### src/rtl/wb_write_buffer_if.sv
`default_nettype none
// ============================================================================
// Module      : wb_write_buffer_if
// Description : Retire-side request, register-file drain and bypass-lookup
//               signals of the write-back buffer.
// Revision    : 1.0 - initial release
// ============================================================================
interface wb_write_buffer_if #(
    parameter int DEPTH = 4,
    parameter int XLEN  = 32,
    parameter int REG_W = 5
);
    logic                       in_valid;
    logic                       in_ready;
    logic [REG_W-1:0]           in_reg;
    logic [XLEN-1:0]            in_data;
    logic                       wr_stall;
    logic                       wr_en;
    logic [REG_W-1:0]           wr_reg;
    logic [XLEN-1:0]            wr_data;
    logic [REG_W-1:0]           lookup_reg_1;
    logic [REG_W-1:0]           lookup_reg_2;
    logic                       hit_1;
    logic [XLEN-1:0]            hit_data_1;
    logic                       hit_2;
    logic [XLEN-1:0]            hit_data_2;
    logic [$clog2(DEPTH):0]     count;

    modport slave (
        input  in_valid, in_reg, in_data, wr_stall, lookup_reg_1, lookup_reg_2,
        output in_ready, wr_en, wr_reg, wr_data, hit_1, hit_data_1, hit_2,
               hit_data_2, count
    );

    modport master (
        output in_valid, in_reg, in_data, wr_stall, lookup_reg_1, lookup_reg_2,
        input  in_ready, wr_en, wr_reg, wr_data, hit_1, hit_data_1, hit_2,
               hit_data_2, count
    );
endinterface
`default_nettype wire

### src/rtl/wb_write_buffer.sv
`default_nettype none
// ============================================================================
// Module      : wb_write_buffer
// Description : In-order write-back FIFO in front of the register file write
//               port, with youngest-match bypass for two read indices.
// Revision    : 1.0 - initial release
// ============================================================================
module wb_write_buffer #(
    parameter int DEPTH = 4,
    parameter int XLEN  = 32,
    parameter int REG_W = 5
) (
    input  wire logic           clk,
    input  wire logic           reset,
    wb_write_buffer_if.slave    bus
);
    localparam int PTR_W = $clog2(DEPTH);
    localparam int CNT_W = PTR_W + 1;
    localparam logic [CNT_W-1:0] C_DEPTH = CNT_W'(DEPTH);

    logic [REG_W-1:0] reg_q  [DEPTH];
    logic [XLEN-1:0]  data_q [DEPTH];
    logic [PTR_W-1:0] wr_ptr_q, rd_ptr_q;
    logic [CNT_W-1:0] count_q, count_d;

    logic             in_ready, empty, wr_en, push;
    logic [PTR_W-1:0] idx;
    logic             hit_1, hit_2;
    logic [XLEN-1:0]  hit_data_1, hit_data_2;

    always_comb begin
        in_ready   = !reset && (count_q < C_DEPTH);
        empty      = (count_q == '0);
        wr_en      = !reset && !empty && !bus.wr_stall;
        // x0 requests complete the handshake but are never stored.
        push       = bus.in_valid && in_ready && (bus.in_reg != '0);
        count_d    = count_q + CNT_W'(push) - CNT_W'(wr_en);
        hit_1      = 1'b0;
        hit_2      = 1'b0;
        hit_data_1 = '0;
        hit_data_2 = '0;
        idx        = '0;
        // Walk oldest to youngest so the last match seen is the youngest.
        for (int k = 0; k < DEPTH; k++) begin
            idx = rd_ptr_q + PTR_W'(k);
            if (!reset && (CNT_W'(k) < count_q)) begin
                if ((bus.lookup_reg_1 != '0) && (reg_q[idx] == bus.lookup_reg_1)) begin
                    hit_1      = 1'b1;
                    hit_data_1 = data_q[idx];
                end
                if ((bus.lookup_reg_2 != '0) && (reg_q[idx] == bus.lookup_reg_2)) begin
                    hit_2      = 1'b1;
                    hit_data_2 = data_q[idx];
                end
            end
        end
    end

    assign bus.in_ready   = in_ready;
    assign bus.wr_en      = wr_en;
    assign bus.wr_reg     = (!reset && !empty) ? reg_q[rd_ptr_q]  : '0;
    assign bus.wr_data    = (!reset && !empty) ? data_q[rd_ptr_q] : '0;
    assign bus.hit_1      = hit_1;
    assign bus.hit_2      = hit_2;
    assign bus.hit_data_1 = hit_data_1;
    assign bus.hit_data_2 = hit_data_2;
    assign bus.count      = reset ? '0 : count_q;

    always_ff @(posedge clk) begin
        if (reset) begin
            wr_ptr_q <= '0;
            rd_ptr_q <= '0;
            count_q  <= '0;
        end else begin
            if (push) begin
                wr_ptr_q <= wr_ptr_q + 1'b1;
            end
            if (wr_en) begin
                rd_ptr_q <= rd_ptr_q + 1'b1;
            end
            count_q <= count_d;
        end
    end

    // Entry storage carries no reset; occupancy alone defines validity.
    always_ff @(posedge clk) begin
        if (push) begin
            reg_q[wr_ptr_q]  <= bus.in_reg;
            data_q[wr_ptr_q] <= bus.in_data;
        end
    end
endmodule
`default_nettype wire

### src/flat_wrapper.sv
// flat-port wrapper written by rule: the top's interface ports become plain ports
module wb_write_buffer_flat 
#(
    parameter int DEPTH = 4,
    parameter int XLEN  = 32,
    parameter int REG_W = 5
)
  (clk, reset, bus_in_valid, bus_in_reg, bus_in_data, bus_wr_stall, bus_lookup_reg_1, bus_lookup_reg_2, bus_in_ready, bus_wr_en, bus_wr_reg, bus_wr_data, bus_hit_1, bus_hit_data_1, bus_hit_2, bus_hit_data_2, bus_count);
  wb_write_buffer_if #(.DEPTH(DEPTH), .XLEN(XLEN), .REG_W(REG_W)) bus_i ();
  input  wire logic clk;
  input  wire logic reset;
  input wire logic [$bits(bus_i.in_valid)-1:0] bus_in_valid;
  input wire logic [$bits(bus_i.in_reg)-1:0] bus_in_reg;
  input wire logic [$bits(bus_i.in_data)-1:0] bus_in_data;
  input wire logic [$bits(bus_i.wr_stall)-1:0] bus_wr_stall;
  input wire logic [$bits(bus_i.lookup_reg_1)-1:0] bus_lookup_reg_1;
  input wire logic [$bits(bus_i.lookup_reg_2)-1:0] bus_lookup_reg_2;
  output wire logic [$bits(bus_i.in_ready)-1:0] bus_in_ready;
  output wire logic [$bits(bus_i.wr_en)-1:0] bus_wr_en;
  output wire logic [$bits(bus_i.wr_reg)-1:0] bus_wr_reg;
  output wire logic [$bits(bus_i.wr_data)-1:0] bus_wr_data;
  output wire logic [$bits(bus_i.hit_1)-1:0] bus_hit_1;
  output wire logic [$bits(bus_i.hit_data_1)-1:0] bus_hit_data_1;
  output wire logic [$bits(bus_i.hit_2)-1:0] bus_hit_2;
  output wire logic [$bits(bus_i.hit_data_2)-1:0] bus_hit_data_2;
  output wire logic [$bits(bus_i.count)-1:0] bus_count;
  assign bus_i.in_valid = bus_in_valid;
  assign bus_i.in_reg = bus_in_reg;
  assign bus_i.in_data = bus_in_data;
  assign bus_i.wr_stall = bus_wr_stall;
  assign bus_i.lookup_reg_1 = bus_lookup_reg_1;
  assign bus_i.lookup_reg_2 = bus_lookup_reg_2;
  assign bus_in_ready = bus_i.in_ready;
  assign bus_wr_en = bus_i.wr_en;
  assign bus_wr_reg = bus_i.wr_reg;
  assign bus_wr_data = bus_i.wr_data;
  assign bus_hit_1 = bus_i.hit_1;
  assign bus_hit_data_1 = bus_i.hit_data_1;
  assign bus_hit_2 = bus_i.hit_2;
  assign bus_hit_data_2 = bus_i.hit_data_2;
  assign bus_count = bus_i.count;
  wb_write_buffer #(.DEPTH(DEPTH), .XLEN(XLEN), .REG_W(REG_W)) u_core (.clk(clk), .reset(reset), .bus(bus_i));
endmodule
### config.mk
export PLATFORM = sky130hd
export DESIGN_NAME = wb_write_buffer_flat
export DESIGN_NICKNAME = d
export VERILOG_FILES = /design/src/rtl/wb_write_buffer_if.sv /design/src/rtl/wb_write_buffer.sv /design/src/flat_wrapper.sv
export SDC_FILE = /design/constraint.sdc
export NUM_CORES = 1
export LEC_CHECK = 0
export ABC_AREA = 1
export CAP_MARGIN = 5
export CELL_PAD_IN_SITES_DETAIL_PLACEMENT = 1
export CELL_PAD_IN_SITES_GLOBAL_PLACEMENT = 1
export CORE_MARGIN = 1.5
export CORE_UTILIZATION = 38
export DETAILED_ROUTE_END_ITERATION = 6
export PLACE_DENSITY_LB_ADDON = 0.1
export SYNTH_ARGS = -nofsm -noshare
export SYNTH_HDL_FRONTEND = slang
export SYNTH_SLANG_ARGS = --single-unit
### constraint.sdc
create_clock -name clk -period 4.3 [get_ports clk]
set_input_delay 1.29 -clock clk [delete_from_list [all_inputs] [get_ports clk]]
set_output_delay 1.29 -clock clk [all_outputs]
set_load 0.03 [all_outputs]
**Yosys cells after proc, flatten, opt, wreduce, memory -nomap -nowiden**

Memories as Yosys holds them, arrays and structs flattened. A register that Yosys moved wholly into a read port is not among the register bits.
Index checks and enable logic that the tools add are counted.

- Flip-flop bits (word level): 7
- Bits in writable memories: 148
- Input bits: 51
- Logic and storage cells: 89
- Memories kept: 2

- $add $sub $neg: 6
- Magnitude comparators: 5
- Eq/ne operators: 8
- Muxes and demuxes: 41
- Reductions and logical operators: 24

Memories:

| name | depth | width | rd ports | clocked after Yosys merged registers in | wr ports | RTL line | RTL |
|---|---|---|---|---|---|---|---|
| u_core.data_q | 4 | 32 | 4 | 1 | 1 | wb_write_buffer.sv:22 | `logic [XLEN-1:0] data_q [DEPTH];` |
| u_core.reg_q | 4 | 5 | 4 | 1 | 1 | wb_write_buffer.sv:21 | `logic [REG_W-1:0] reg_q [DEPTH];` |

Operators with widths:

| kind | count |
|---|---|
| 32-bit two-way mux | 17 |
| 5-bit equality test | 8 |
| 1-bit two-way mux | 18 |
| 1-bit logical AND | 17 |
| 5-bit nonzero test | 3 |
| 2-bit two-way mux | 4 |
| 1-bit by 3-bit less-than comparator with 1-bit output (first input constant) | 2 |
| 2-bit by 3-bit less-than comparator with 1-bit output (first input constant) | 2 |
| 5-bit two-way mux | 1 |
| 2-bit by 1-bit adder with 2-bit output (second input constant) | 2 |
| 2-bit adder (second input constant) | 2 |
| 3-bit by 1-bit adder with 3-bit output | 1 |
| 1-bit logical NOT | 3 |
| 3-bit logical NOT | 1 |
| 3-bit less-than comparator (second input constant) | 1 |
| 3-bit two-way mux | 1 |
| 3-bit by 1-bit subtractor with 3-bit output | 1 |

**Logic depth before layout (Yosys ltp)**

Gate-level depths: netlist of the first run.

- Word-level depth: 10
- Mapped depth: 18
- Depth with buffers taken out: 14

**Worst setup path before layout of the first run**

No wires, ideal clock.

- Path kind: input-to-output
- From: input reset
- To: output bus_hit_2
- Arrival: 3063 ps
- Required time: 3010 ps
- Slack: -53 ps
- Cell stages on the path: 6
- Buffers on the path: 1
- Path through: buf_2 > nor2_1 > nand2_1 > a21oi_1 > nand2_1 > o21ai_0

- Word-level cells in the longest chain between the ends: 9

Ends and longest elaborated chain:

| element | RTL line | RTL |
|---|---|---|
| from (decl) | flat_wrapper.sv:11 | `input wire logic reset;` |
| 1-bit logical NOT (*) | wb_write_buffer.sv:46 | `if (!reset && (CNT_W'(k) < count_q)) begin` |
| 1-bit logical AND | wb_write_buffer.sv:46 |  |
| 1-bit two-way mux | wb_write_buffer.sv:46 |  |
| 1-bit two-way mux | wb_write_buffer.sv:51 | `if ((bus.lookup_reg_2 != '0) && (reg_q[idx] == bus.lookup_reg_2)) begin` |
| 1-bit two-way mux | wb_write_buffer.sv:46 |  |
| 1-bit two-way mux | wb_write_buffer.sv:51 |  |
| 1-bit two-way mux | wb_write_buffer.sv:46 |  |
| 1-bit two-way mux | wb_write_buffer.sv:51 |  |
| 1-bit two-way mux (*) | wb_write_buffer.sv:46 |  |
| to (decl) | flat_wrapper.sv:24 | `output wire logic [$bits(bus_i.hit_2)-1:0] bus_hit_2;` |

Mark *: on every way between the ends. The rest lies on a longest branch, timed or not.

**Worst setup path in the final report of the first run**

- From: input reset
- To: output bus_hit_data_1[2]

- Word-level cells in the longest chain between the ends: 9

Ends and longest elaborated chain:

| element | RTL line | RTL |
|---|---|---|
| 1-bit logical NOT (*) | wb_write_buffer.sv:46 |  |
| 1-bit logical AND | wb_write_buffer.sv:46 |  |
| 32-bit two-way mux | wb_write_buffer.sv:46 |  |
| 32-bit two-way mux | wb_write_buffer.sv:47 | `if ((bus.lookup_reg_1 != '0) && (reg_q[idx] == bus.lookup_reg_1)) begin` |
| 32-bit two-way mux | wb_write_buffer.sv:46 |  |
| 32-bit two-way mux | wb_write_buffer.sv:47 |  |
| 32-bit two-way mux | wb_write_buffer.sv:46 |  |
| 32-bit two-way mux | wb_write_buffer.sv:47 |  |
| 32-bit two-way mux (*) | wb_write_buffer.sv:46 |  |
| to (decl) | flat_wrapper.sv:23 | `output wire logic [$bits(bus_i.hit_data_1)-1:0] bus_hit_data_1;` |

Marked as above.

==> impl_metrics.toml, run 1 <==
[status]
run_status = "finished, violations left"
failing_checks = "negative setup slack"

[timing]
final.setup_skew_ns = 0.00801
period_share_pct = 101
post-route-worst-setup-slack_ns = -0.0261
setup_viol = 11
timing.final.max_slew_violations = 0
final.hold.worst_slack_ns = 0.533
max-slew-margin-rel_pct = 57.5
worst_pin_slew_ns = 0.637
period_needed_ns = 4.33
hold_viol_final = 0
unrepaired_setup_endpoints_after_global_routing = "yes"
tns_ns = -0.115
clock.fmax_mhz = 231

[placed_design]
portBuffers = 158
gp_congestion = 0.860
dp.final_hpwl_um = 33400
place.detailed.instances = 2512
dp_slack_ns = -0.478

[final_layout]
final-seq-area_mm2 = 0.00464
multiInputGateArea_mm2 = 0.00724
syn_to_layout_area_delta_pct = 38.6
nets = 2204
layout.cells.non_filler = 2599
antennaDiodeCount = 0
drive_gt1_share_pct = 22.3
n_fill_cell = 4148

[floorplan]
core_mm2 = 0.0325
total_die_area_mm2 = 0.0341
floorplan.rows = 66
chipHeight_um = 185
die_w_um = 185
initial_core_util_pct = 38.5
ios = 159

[synthesis]
post_synth_and_or_nand_nor_area_fraction_pct = 38.1
syn-instance-count = 1946
synth_top_cells_by_count = "sky130_fd_sc_hd__nand2_1 (670), sky130_fd_sc_hd__nor2_1 (405), sky130_fd_sc_hd__inv_1 (199), sky130_fd_sc_hd__edfxtp_1 (148), sky130_fd_sc_hd__o21ai_0 (112)"
yosysSeqAreaShare_pct = 36.9
ys_async_sr_fraction_pct = 0
yosys.area_share.adder_pct = 0.958
synth.most_common_cell = "sky130_fd_sc_hd__nand2_1"
synthDominantCellAreaShare_pct = 35.5
syn_nets = 2006
synth.lib_cells_used.distinct = 37
synth_xor_area_share_pct = 0.349
synth_compound_area_share_pct = 12.6
synth_ff_type = "sky130_fd_sc_hd__edfxtp_1"
ys_top_cells_by_area = "sky130_fd_sc_hd__edfxtp_1 (35%), sky130_fd_sc_hd__nand2_1 (20%), sky130_fd_sc_hd__nor2_1 (12%)"
synth_top_area_cell = "sky130_fd_sc_hd__edfxtp_1"
synth_enable_flop_cells = 148
synthMuxAreaShare_pct = 0
syn_area_per_cell_um2 = 6.44
synth.yosys.warnings = 0
number_of_synthesized_register_bits = 157
syn-cell-area_mm2 = 0.0125
largest_family_of_logic_cells_by_synthesized_area = "simple AND/OR/NAND/NOR gates"

[global_route]
grt-ovfl-total = 0
globalRouteTotalUtil_pct = 31.2
antenna_found_initial = 1
via_count_of_the_first_global_routing_pass = 14300
pin_count_of_the_biggest_net_entering_global_routing = 52
grt_pass1_wl_um = 79900

[route]
routed_wirelength_um = 54500
drt-pass1-iter-count = 6
route.antenna.remaining_nets = 0
drt_iter0_drc = 1151
drt_drc_violations_left = 0
via_count = 14300
drt-wirelength-per-cell_um = 21.0
route.detailed.vias_per_inst = 5.51

[setup_path]
worstRegToRegCells = 13
r2r_slack_ns = 1.48
timing.critical_path.from_type = "input pin"
worst_ep_arrival_time_ns = 3.04
critical_path_peak_fanout = 5
critical_path.endpoint_type = "primary output"
worst_ep_required_time_ns = 3.01
timing.setup.critical_path_class = "in2out"
worstReg2RegEnd = "u_core.count_q[2]"
crit-reg2reg-launch = "u_core.count_q[0]"

[worst_hold_path]
depth_of_the_worst_hold_timing_path = 1
hold_class = "reg2reg"
hold_crit_start = "u_core.wr_ptr_q[0]"
hold_end = "u_core.wr_ptr_q[0]"

[clock_tree]
tritoncts_num_sinks = 157
path_clk_slew_ns = 0.07
cts_inserted_buffers = 17
cts-root-buf = "sky130_fd_sc_hd__clkbuf_16"
cts_tree = "yes"
cts.path.max_buffers = 2
cts_max_level = 4
insertion_delay_ns = 0.44

[flow_run]
maxCapViolCount = 0

[power]
power_per_cell_area_mw_per_mm2 = 425
post-layout-total-power_w = 0.00738
p_leak_nw = 7.90
max-vdd-ir-drop_mv = 0.344
-- where the power goes --
part           switching (W)  leakage [nW]  internal (W)
clock               0.000691         0.294      0.000876
combinational        0.00272          6.18       0.00127
sequential         0.0000686          1.42       0.00175
total                0.00348          7.90       0.00390
-- layout make-up --
type / count / area share [%]
Clock buffer: 17 / 2.45
Clock inverter: 15 / 1.00
Inverter: 204 / 4.56
Multi-Input combinational cell: 1468 / 41.6
Sequential cell: 157 / 26.7
Tap cell: 442 / 3.18
Timing Repair Buffer: 296 / 20.5
-- sequential cells by signal, indices dropped and copies added (netlist names), named ones only --
register and flops:
u_core.data_q 128, u_core.count_q 3, u_core.rd_ptr_q 2, u_core.reg_q 20, u_core.wr_ptr_q 2
-- metrics by stage --
stage / cell area, um^2 / util (%)
floorplan: 12500 / -
global placement: 14800 / 45.4
detailed placement: 14800 / 45.4
CTS: 16500 / 50.8
global route: 17400 / 53.4
finish: 17400 / 53.4
-- what timing repair did --
action,CTS,global route
resized for setup,169,216
setup buffers,24,13
hold buffers,0,0
gates cloned,16,7
hold endpoints to repair,0,0
pin swaps,30,76
endpoints found under the setup margin,103,68
-- routing by layer --
metal  up-vias  GRT usage (%)  wire length [um]
met5         -              0                13
met4         2           13.0              2170
met3       136           4.54              3330
met2       554           53.8             26300
met1      6975           39.0             22700
li1       6647              -                 -
-- cell families (layout without fill, tap and decap cells) --
logic type               after synthesis  count (layout)
AND/OR/NAND/NOR                     1205            1205
flip-flops                           157             157
XOR/XNOR                               5               5
buffers and inverters                321             532
AO/OA/AOI/OAI                        249             249
adder cells (fa/ha/maj)                9               9
-- critical path, cell delays in order --
cell,delay (ns)
sky130_fd_sc_hd__buf_8,0.10
sky130_fd_sc_hd__nor2_4,0.08
sky130_fd_sc_hd__a21boi_4,0.20
sky130_fd_sc_hd__nand2_2,0.07
sky130_fd_sc_hd__inv_2,0.05
sky130_fd_sc_hd__nand2_2,0.05
sky130_fd_sc_hd__nor2_4,0.13
sky130_fd_sc_hd__buf_6,0.11
sky130_fd_sc_hd__nand3_4,0.19
sky130_fd_sc_hd__buf_12,0.22
sky130_fd_sc_hd__clkbuf_16,0.15
sky130_fd_sc_hd__nor2_4,0.07
sky130_fd_sc_hd__nor2_1,0.05
sky130_fd_sc_hd__nand2_1,0.06
sky130_fd_sc_hd__nand2_1,0.07
sky130_fd_sc_hd__buf_6,0.14
-- worst max-delay path by stage --
| stage | start | endpoint | slack (ns) | cells past startpoint |
|---|---|---|---|---|
| 2_1_floorplan | reset | bus_hit_data_2[10] | 0.04 | 9 |
| 3_5_place_dp | reset | bus_hit_data_2[30] | -0.48 | 16 |
| 5_1_grt | bus_lookup_reg_2[3] | bus_hit_data_2[0] | -0.13 | 16 |
| 6_report | reset | bus_hit_data_1[2] | -0.03 | 16 |
| 4_1_cts | reset | bus_hit_data_2[29] | -0.03 | 15 |
| 3_3_place_gp | reset | bus_hit_data_1[0] | -0.44 | 16 |
-- layout by cell type, fill, tap and decap left out, drive strengths merged, types with 2 or more instances in the layout --
| cell | Yosys | routed |
|---|---|---|
| nand2 | 677 | 677 |
| nor2 | 411 | 411 |
| buf | 69 | 225 |
| inv | 204 | 212 |
| edfxtp | 148 | 148 |
| o21ai | 140 | 140 |
| nand3 | 109 | 109 |
| clkdlybuf4s50 | 0 | 59 |
| a22oi | 32 | 32 |
| a32oi | 32 | 32 |
| o221ai | 31 | 31 |
| clkbuf | 48 | 26 |
| a21oi | 12 | 12 |
| dfxtp | 9 | 9 |
| ha | 8 | 8 |
| xor2 | 4 | 4 |
| nand4 | 3 | 3 |
| clkinv | 0 | 3 |
| nand3b | 2 | 2 |
| clkinvlp | 0 | 2 |
| bufinv | 0 | 2 |
| nor3 | 2 | 2 |
(Power assumes the default switching activity.)
==> inputs of run 2 (changes only) <==
--- a/config.mk
+++ b/config.mk
@@ -13,6 +13,7 @@
 export CORE_UTILIZATION = 38
 export DETAILED_ROUTE_END_ITERATION = 6
 export PLACE_DENSITY_LB_ADDON = 0.1
+export RECOVER_POWER = 100
 export SYNTH_ARGS = -nofsm -noshare
 export SYNTH_HDL_FRONTEND = slang
 export SYNTH_SLANG_ARGS = --single-unit
==> run 2 against run 1 <==
The run still ends with negative setup slack left. Clock power is essentially flat. Core utilization shrank 0.45 points. Cell count is essentially flat. Critical endpoint is now bus_wr_data[7]. Largest power group unchanged.
==> impl_metrics.toml, run 2 (synthesized netlist as in run 1, its figures left out) <==
[setup_path]
worst-path-buf-inv = 5
cp_cell_sequence = "buf_8, buf_4, nor2_1, buf_4, nor3_2, buf_12, nor2_1, clkdlybuf4s50_1"
critical_path_peak_fanout = 19
slowest_stage = "sky130_fd_sc_hd__clkdlybuf4s50_1"
worst_ep_required_time_ns = 3.01
critical_path.endpoint_type = "primary output"
worst_ep_arrival_time_ns = 3.06
crit-reg2reg-launch = "u_core.count_q[2]"
r2r_slack_ns = 1.36
timing.setup.critical_path_class = "in2out"
worstRegToRegCells = 5
worstReg2RegEnd = "u_core.data_q[0][25]"
timing.critical_path.from_type = "input pin"
critical_path.max_stage_delay_ns = 0.69
cp_top_family = "buffers and inverters"

[clock_tree]
path_clk_slew_ns = 0.07
cts_tree = "yes"
quantity_of_hold_fixing_buffers_added_after_cts = 0
cts.path.max_buffers = 2
insertion_delay_ns = 0.44
cts-root-buf = "sky130_fd_sc_hd__clkbuf_16"
tritoncts_num_sinks = 157
cts_inserted_buffers = 17
cts_max_level = 4

[timing]
final.setup_skew_ns = 0.00691
max-slew-margin-rel_pct = 4.02
period_share_pct = 101
setup_viol = 35
period_needed_ns = 4.35
hold_viol_final = 0
timing.final.max_slew_violations = 0
clock.fmax_mhz = 230
unrepaired_setup_endpoints_after_global_routing = "yes"
worst_pin_slew_ns = 1.44
post-route-worst-setup-slack_ns = -0.0459

[placed_design]
portBuffers = 158
dp.final_hpwl_um = 33400
place.detailed.instances = 2512
gp_congestion = 0.860

[status]
run_status = "finished, violations left"
failing_checks = "negative setup slack"

[worst_hold_path]
hold_end = "u_core.wr_ptr_q[0]"
hold_class = "reg2reg"
depth_of_the_worst_hold_timing_path = 1
hold_crit_start = "u_core.wr_ptr_q[0]"

[route]
drt_iter0_drc = 1188
drt-wirelength-per-cell_um = 21.0
route.antenna.remaining_nets = 0
drt_drc_violations_left = 0
routed_wirelength_um = 54500
route.detailed.vias_per_inst = 5.49
via_count = 14300
drt-pass1-iter-count = 7

[power]
post-layout-total-power_w = 0.00731
max-vdd-ir-drop_mv = 0.344
power_per_cell_area_mw_per_mm2 = 424
p_leak_nw = 7.79

[final_layout]
most_common_cell_after_layout_fill_and_taps_aside = "sky130_fd_sc_hd__nand2_1"
biggestRegsByFlops = "u_core.data_q: 128 flops, u_core.reg_q: 20 flops, u_core.count_q: 3 flops"
largest_reg_flops = 128
final_core_utilization_pct = 53.0
nets = 2204
registers.top_by_ff_count = "u_core.data_q"
drive_gt1_share_pct = 21.1
most-common-layout-cells = "sky130_fd_sc_hd__nand2_1 (618), sky130_fd_sc_hd__nor2_1 (299), sky130_fd_sc_hd__inv_1 (185)"
syn_to_layout_area_delta_pct = 37.5
layout.cells.non_filler = 2600

[floorplan]
chipHeight_um = 185
core_mm2 = 0.0325
total_die_area_mm2 = 0.0341
die_w_um = 185
initial_core_util_pct = 38.5
floorplan.rows = 66
ios = 159

[flow_run]
maxCapViolCount = 0

[global_route]
via_count_of_the_first_global_routing_pass = 14300
pin_count_of_the_biggest_net_entering_global_routing = 52
antenna_found_initial = 2
grt-ovfl-total = 0
globalRouteTotalUtil_pct = 31.2
grt_pass1_wl_um = 79900
[run 2: through the flow]
stage / TNS [ns] / worst slack, ns / hold slack, ns / area, um^2
final: -0.667 / -0.0459 / 0.527 / 17200
after global routing: -4.92 / -0.126 / 0.534 / 17200
after global placement: -29.34 / -0.436 / 0.501 / 14800
after detailed placement: -34.26 / -0.478 / 0.510 / 14800
after floorplan: 0 / 0.0392 / 0.463 / 12500
after CTS: -0.149 / -0.0323 / 0.524 / 16500
[run 2: cell type report]
class	count	area, um^2
Sequential cell	157	4640
Antenna cell	1	2.50
Clock inverter	15	174
Inverter	204	792
Multi-Input combinational cell	1468	7220
Tap cell	442	553
Clock buffer	17	425
Fill cell	4172	15300
Timing Repair Buffer	296	3430
[run 2: power by group]
| group | internal (W) | switching (W) |
|---|---|---|
| clock network | 0.000876 | 0.000694 |
| registers | 0.00176 | 0.0000693 |
| logic | 0.00120 | 0.00272 |
[run 2: per-layer routing]
metal  track usage, %  vias up  part of all wire, %
li1                 -     6648                    -
met1             39.0     6936                   42
met2             53.8      554                   48
met3             4.54      127                  6.0
met4             13.0        2                  3.6
met5                0        -                0.024
[run 2: worst reg2reg max path, cell delays in order (launching register included)]
cell and delay, ns:
sky130_fd_sc_hd__dfxtp_1 0.32, sky130_fd_sc_hd__nor2_1 0.13, sky130_fd_sc_hd__nand3_1 0.09, sky130_fd_sc_hd__clkbuf_1 0.29
sky130_fd_sc_hd__nor2_1 0.69, sky130_fd_sc_hd__clkbuf_2 1.02
[run 2: repair_timing]
action / in CTS / in global routing
resized for setup: 169 / 216
cloned: 16 / 7
buffers inserted: 24 / 13
pin swaps: 30 / 76
setup endpoints to repair: 103 / 68
[run 2: how the worst max path moves through the flow]
| stage | to | start | cells past startpoint |
|---|---|---|---|
| after floorplan | bus_hit_data_2[10] | reset | 9 |
| after global placement | bus_hit_data_1[0] | reset | 16 |
| after detailed placement | bus_hit_data_2[30] | reset | 16 |
| after CTS | bus_hit_data_2[29] | reset | 15 |
| after global routing | bus_hit_data_2[0] | bus_lookup_reg_2[3] | 16 |
| final | bus_wr_data[7] | reset | 8 |
==> inputs of run 3 (changes only) <==
--- a/config.mk
+++ b/config.mk
@@ -6,7 +6,6 @@
 export NUM_CORES = 1
 export LEC_CHECK = 0
 export ABC_AREA = 1
-export CAP_MARGIN = 5
 export CELL_PAD_IN_SITES_DETAIL_PLACEMENT = 1
 export CELL_PAD_IN_SITES_GLOBAL_PLACEMENT = 1
 export CORE_MARGIN = 1.5
==> results of run 3 <==
Same layout as run 2: the final DEF is identical, and so are final timing and power.
